<file path="config.mk">
export PLATFORM = sky130hd
export DESIGN_NAME = sram_controller
export DESIGN_NICKNAME = d
export VERILOG_FILES = /design/src/rtl/sram_pkg.sv /design/src/rtl/sram_controller.sv
export SDC_FILE = /design/constraint.sdc
export NUM_CORES = 1
export LEC_CHECK = 0
export CAP_MARGIN = 20
export CORE_ASPECT_RATIO = 1.5
export CORE_UTILIZATION = 52
export CTS_BUF_LIST = sky130_fd_sc_hd__clkbuf_4
export CTS_CLUSTER_SIZE = 10
export DETAILED_ROUTE_END_ITERATION = 8
export GPL_TIMING_DRIVEN = 0
export PLACE_DENSITY_LB_ADDON = 0.12
export SYNTH_ARGS = -nofsm -noshare
export SYNTH_HDL_FRONTEND = slang
export SYNTH_SLANG_ARGS = --single-unit
</file>
<file path="constraint.sdc">
create_clock -name i_clk -period 7.2 [get_ports i_clk]
set_input_delay 1.08 -clock i_clk [delete_from_list [all_inputs] [get_ports i_clk]]
set_output_delay 1.08 -clock i_clk [all_outputs]
set_load 0.02 [all_outputs]
</file>
<file path="src/rtl/sram_pkg.sv">
// Shared definitions for the data-SRAM window: controller states, SRAM geometry,
// window region codes and the load/store opcodes used by the request decode and stall logic.
package sram_pkg;

  localparam int SRAM_AW = 18;

  localparam logic [3:0] REGION_LO = 4'h2;
  localparam logic [3:0] REGION_HI = 4'h3;

  localparam logic [6:0] I_LOAD = 7'b0000011;
  localparam logic [6:0] S_TYPE = 7'b0100011;

  typedef enum logic [2:0] {
    IDLE,
    SETUP,
    STROBE,
    HOLD,
    DONE
  } state_t;

  function automatic logic in_window(input logic [15:0] addr);
    return (addr[15:12] == REGION_LO) || (addr[15:12] == REGION_HI);
  endfunction

endpackage

</file>
<file path="src/rtl/sram_controller.sv">
// Splits 32-bit window accesses into 16-bit async-SRAM cycles; ack at 1 + halves*(ACCESS_CYCLES+2).
// No backpressure: the core holds i_req until o_ack; latched request values are used throughout.
module sram_controller
  import sram_pkg::*;
#(
  parameter int ACCESS_CYCLES = 1,
  parameter int SRAM_AW       = sram_pkg::SRAM_AW
) (
  input  logic               i_clk,
  input  logic               i_reset,
  input  logic               i_req,
  input  logic               i_we,
  input  logic [12:0]        i_addr,
  input  logic [31:0]        i_wdata,
  input  logic [3:0]         i_bmask,
  output logic [31:0]        o_rdata,
  output logic               o_ack,
  output logic [SRAM_AW-1:0] o_sram_addr,
  output logic [15:0]        o_sram_dq_out,
  output logic               o_sram_dq_oe,
  input  logic [15:0]        i_sram_dq_in,
  output logic               o_sram_ce_n,
  output logic               o_sram_oe_n,
  output logic               o_sram_we_n,
  output logic               o_sram_lb_n,
  output logic               o_sram_ub_n
);

  localparam int CW = (ACCESS_CYCLES > 1) ? $clog2(ACCESS_CYCLES) : 1;
  localparam logic [CW-1:0] CNT_LAST = CW'(ACCESS_CYCLES - 1);

  state_t state, state_d;
  logic          half, half_d;
  logic [CW-1:0] cnt, cnt_d;
  logic          we_q, we_d;
  logic [10:0]   widx_q, widx_d;
  logic [31:0]   wdata_q, wdata_d;
  logic [3:0]    bmask_q, bmask_d;

  logic [31:0]        rdata_d;
  logic               ack_d;
  logic [SRAM_AW-1:0] addr_d;
  logic [15:0]        dq_out_d;
  logic               dq_oe_d, ce_n_d, oe_n_d, we_n_d, lb_n_d, ub_n_d;
  logic [1:0]         mask_sel;

  // Byte offset within the word never reaches the 16-bit SRAM.
  logic addr_unused;
  assign addr_unused = ^i_addr[1:0];

  always_comb begin
    state_d  = state;
    half_d   = half;
    cnt_d    = cnt;
    we_d     = we_q;
    widx_d   = widx_q;
    wdata_d  = wdata_q;
    bmask_d  = bmask_q;
    rdata_d  = o_rdata;
    ack_d    = 1'b0;
    addr_d   = o_sram_addr;
    dq_out_d = o_sram_dq_out;
    dq_oe_d  = 1'b0;
    ce_n_d   = 1'b1;
    oe_n_d   = 1'b1;
    we_n_d   = 1'b1;
    lb_n_d   = 1'b1;
    ub_n_d   = 1'b1;
    mask_sel = 2'b00;

    unique case (state)
      IDLE: begin
        if (i_req) begin
          we_d    = i_we;
          widx_d  = i_addr[12:2];
          wdata_d = i_wdata;
          bmask_d = i_bmask;
          half_d  = i_we && (i_bmask[1:0] == 2'b00);
          cnt_d   = '0;
          state_d = (i_we && (i_bmask == 4'b0000)) ? DONE : SETUP;
        end
      end
      SETUP: begin
        cnt_d   = '0;
        state_d = STROBE;
      end
      STROBE: begin
        if (cnt == CNT_LAST) begin
          state_d = HOLD;
          if (!we_q) begin
            if (half) rdata_d[31:16] = i_sram_dq_in;
            else      rdata_d[15:0]  = i_sram_dq_in;
          end
        end else begin
          cnt_d = cnt + 1'b1;
        end
      end
      HOLD: begin
        if (!half && (!we_q || (bmask_q[3:2] != 2'b00))) begin
          half_d  = 1'b1;
          state_d = SETUP;
        end else begin
          state_d = DONE;
        end
      end
      DONE:    state_d = IDLE;
      default: state_d = IDLE;
    endcase

    // Pins are registered, so they are decoded from the state being entered.
    mask_sel = half_d ? bmask_d[3:2] : bmask_d[1:0];
    if (state_d == SETUP || state_d == STROBE || state_d == HOLD) begin
      addr_d = SRAM_AW'({widx_d, half_d});
      ce_n_d = 1'b0;
      lb_n_d = we_d ? ~mask_sel[0] : 1'b0;
      ub_n_d = we_d ? ~mask_sel[1] : 1'b0;
      if (we_d) begin
        dq_out_d = half_d ? wdata_d[31:16] : wdata_d[15:0];
        dq_oe_d  = 1'b1;
      end
      oe_n_d = !((state_d == STROBE) && !we_d);
      we_n_d = !((state_d == STROBE) && we_d);
    end
    ack_d = (state_d == DONE);
  end

  always_ff @(posedge i_clk or posedge i_reset) begin
    if (i_reset) begin
      state         <= IDLE;
      half          <= 1'b0;
      cnt           <= '0;
      we_q          <= 1'b0;
      widx_q        <= '0;
      wdata_q       <= '0;
      bmask_q       <= '0;
      o_rdata       <= '0;
      o_ack         <= 1'b0;
      o_sram_addr   <= '0;
      o_sram_dq_out <= '0;
      o_sram_dq_oe  <= 1'b0;
      o_sram_ce_n   <= 1'b1;
      o_sram_oe_n   <= 1'b1;
      o_sram_we_n   <= 1'b1;
      o_sram_lb_n   <= 1'b1;
      o_sram_ub_n   <= 1'b1;
    end else begin
      state         <= state_d;
      half          <= half_d;
      cnt           <= cnt_d;
      we_q          <= we_d;
      widx_q        <= widx_d;
      wdata_q       <= wdata_d;
      bmask_q       <= bmask_d;
      o_rdata       <= rdata_d;
      o_ack         <= ack_d;
      o_sram_addr   <= addr_d;
      o_sram_dq_out <= dq_out_d;
      o_sram_dq_oe  <= dq_oe_d;
      o_sram_ce_n   <= ce_n_d;
      o_sram_oe_n   <= oe_n_d;
      o_sram_we_n   <= we_n_d;
      o_sram_lb_n   <= lb_n_d;
      o_sram_ub_n   <= ub_n_d;
    end
  end

endmodule

</file>
==> flow_summary.toml <==
[sta]
final_max_slew_viol_count = 0
post-route-min-period_ps = 2940
finalSetupViolCount = 0
relSlewSlack_pct = 53.9
fin_setup_tns_ps = 0
period_share_pct = 40.9
hold_viol = 0
fmax_mhz = 340
worstMarginPinSlew_ps = 672
rsz0062_at_grt = "false"
fin_skew_ps = 12.4

[setup_path]
r2r_slack_ps = 4750
crit_required_ps = 7590
reg2reg_depth = 7
start_kind = "input port"
cp-end-kind = "flop"
crit_cells = 7
startpoint = "i_req"
cp.arrival_ps = 3330
reg2reg_to = "o_sram_dq_out[6]"
rr_startpoint = "state[1]"
slowest_stage = "mux2i_1"
cp_max_fo = 10
slowest_delay_ps = 650
crit_type = "in2reg"
crit_family = "buffers and inverters"
cp_num_buf_inv = 3
crit_chain = "clkdlybuf4s50_1 -> nor4b_4 -> mux2i_1 -> inv_2 -> nand2b_2 -> buf_2 -> o21ai_1"

[power]
peakVddDrop_v = 0.000266
power_density_mw_per_mm2 = 496
leakagePower_nw = 2.79
power.total_w = 0.00322

[synthesis]
avgSynthCellArea_um2 = 15.0
synth_flop_cell = "dfrtp_1"
yosys.cell_types.count = 33
ys.warnings.count = 0
synth-async-reset-ratio_pct = 100
netlist_top_cells_count = "114 x dfrtp_1, 91 x mux2_2, 19 x mux2i_1"
synth_top_area_share_pct = 60.4
yosysSeqAreaShare_pct = 63.2
yosysMostFrequentCell = "dfrtp_1"
synth.ff_latch_count = 119
syn_area_mm2 = 0.00472
synth-edff-count = 0
ys_top_cells_by_area = "dfrtp_1 60%, mux2_2 22%, mux2i_1 4.0%"
synthCells = 315
yosysTopAreaCell = "dfrtp_1"

[cells_and_area]
final_cells = 596
syn_to_final_growth_pct = 37.5
nets = 542
drive_above_1_share_pct = 30.9
fin_area_mm2 = 0.00649

[min_path]
hold_path_class = "reg2reg"
min_delay_path_depth = 1
hold_path_end = "wdata_q[30]"
hold_start = "wdata_q[30]"

[run]
max_cap_viol_count = 0

[grt]
antenna_found_initial = 1
grt_use_total_pct = 22.2
grt_pass1_vias = 3188
grt_max_degree = 74
grt_pass1_wl_um = 15400
grt-ovfl-total = 0

[drt]
drt-met1-wl_um = 3800
antenna_left = 0
drc_errors = 0
maxUsedRoutingLayer = "met4"
wl_met2_um = 5000
drt-initial-drc-count = 145
first_pass_iters = 4
wl_um = 9510
dr_wl_met3_um = 564
wire_per_inst_um = 16.0
routed-via-count = 3058
post_drt_via_cell_ratio = 5.13

[die]
io_pins = 142
start_util_pct = 53.5
core_mm2 = 0.00883
die_area_mm2 = 0.00947
die_height_um = 119
die_w_um = 79.8
rows = 42

[run_status]
status = "finished clean"

[cts]
clkLatencyLatePin_ps = 510
root_buffer = "clkbuf_4"
clock-sinks = 119
cts_tree = "yes"
htree_levels = 4
cts_resized = 0
cts_setup_buffers = 0
cts_buffers = 17
holdBufCountCts = 0
clkTransAtPathRegs_ps = 90
clockBufferDepth = 2

[place]
hpwlAfterDp_um = 6800
place_inst = 564
numPortBuffers = 133
dpl-instance-area_mm2 = 0.00624
place_congestion = 0.717
where the power goes:
| group | internal [W] | total (W) | switching [W] |
|---|---|---|---|
| Clock | 0.000200 | 0.000426 | 0.000226 |
| Combinational | 0.000840 | 0.00162 | 0.000784 |
| Sequential | 0.00102 | 0.00117 | 0.000143 |
| Total | 0.00206 | 0.00322 | 0.00115 |
per-stage QoR:
stage	setup WS, ps	hold WS, ps	utilization, %
after floorplan	2970	452	-
after global placement	1430	475	70.3
after detailed placement	3690	484	70.6
after CTS	4250	505	73.5
after global routing	4080	518	73.5
final	4260	503	73.5
worst max path at each step:
stage                       endpoint  slack, ps
floorplan                 bmask_q[0]       2970
detailed placement  o_sram_dq_out[6]       3690
global placement           widx_q[7]       1430
finish              o_sram_dq_out[6]       4260
CTS                 o_sram_dq_out[6]       4250
global route        o_sram_dq_out[3]       4080
metal layers:
| layer | GRT usage, % | up-vias |
|---|---|---|
| met1 | 26.3 | 1515 |
| met3 | 7.49 | 13 |
| met5 | 0 | - |
| li1 | - | 1430 |
| met2 | 36.2 | 100 |
| met4 | 9.49 | 0 |
placed cells by master, fill, tap and decap left out, types with 2 or more instances in the layout:
cell / instances
clkbuf_4: 18
buf_2: 7
clkdlybuf4s50_1: 133
nor2_1: 5
nand2_1: 3
buf_6: 2
inv_1: 2
dfrtp_1: 114
or3_1: 2
dfstp_2: 5
mux2_2: 91
conb_1: 6
clkinv_2: 7
clkinv_1: 3
bufinv_16: 2
o21ai_1: 16
o21ai_0: 16
mux2i_1: 19
clkbuf_1: 3
buf_4: 9
a21oi_1: 2
state kept, by name (all words and copies together) (netlist names), 3 cells and up:
| name | count |
|---|---|
| state | 3 |
| o_rdata | 32 |
| o_sram_addr | 12 |
| bmask_q | 4 |
| widx_q | 11 |
| wdata_q | 32 |
| o_sram_dq_out | 16 |
kinds of logic (layout without fill, tap and decap cells):
| kind of cell | Yosys count | in the layout | share of synthesized area, % |
|---|---|---|---|
| AO/OA/AOI/OAI | 40 | 40 | 4.72 |
| XOR/XNOR | 1 | 1 | 0.186 |
| buffers and inverters | 25 | 190 | 3.21 |
| flip-flops | 119 | 119 | 63.2 |
| multiplexers | 111 | 111 | 26.0 |
| other | 1 | 7 | 0.0795 |
| AND/OR/NAND/NOR | 18 | 18 | 2.60 |
area by class of cell:
cell class / count / area [um2]
Fill cell: 621 / 2340
Buffer: 21 / 136
Tap cell: 110 / 138
Clock inverter: 13 / 114
Timing Repair Buffer: 134 / 1360
Antenna cell: 1 / 2.50
Multi-Input combinational cell: 176 / 1600
Sequential cell: 119 / 2980
Clock buffer: 18 / 135
Inverter: 4 / 17.5
(Power assumes the default switching activity.)
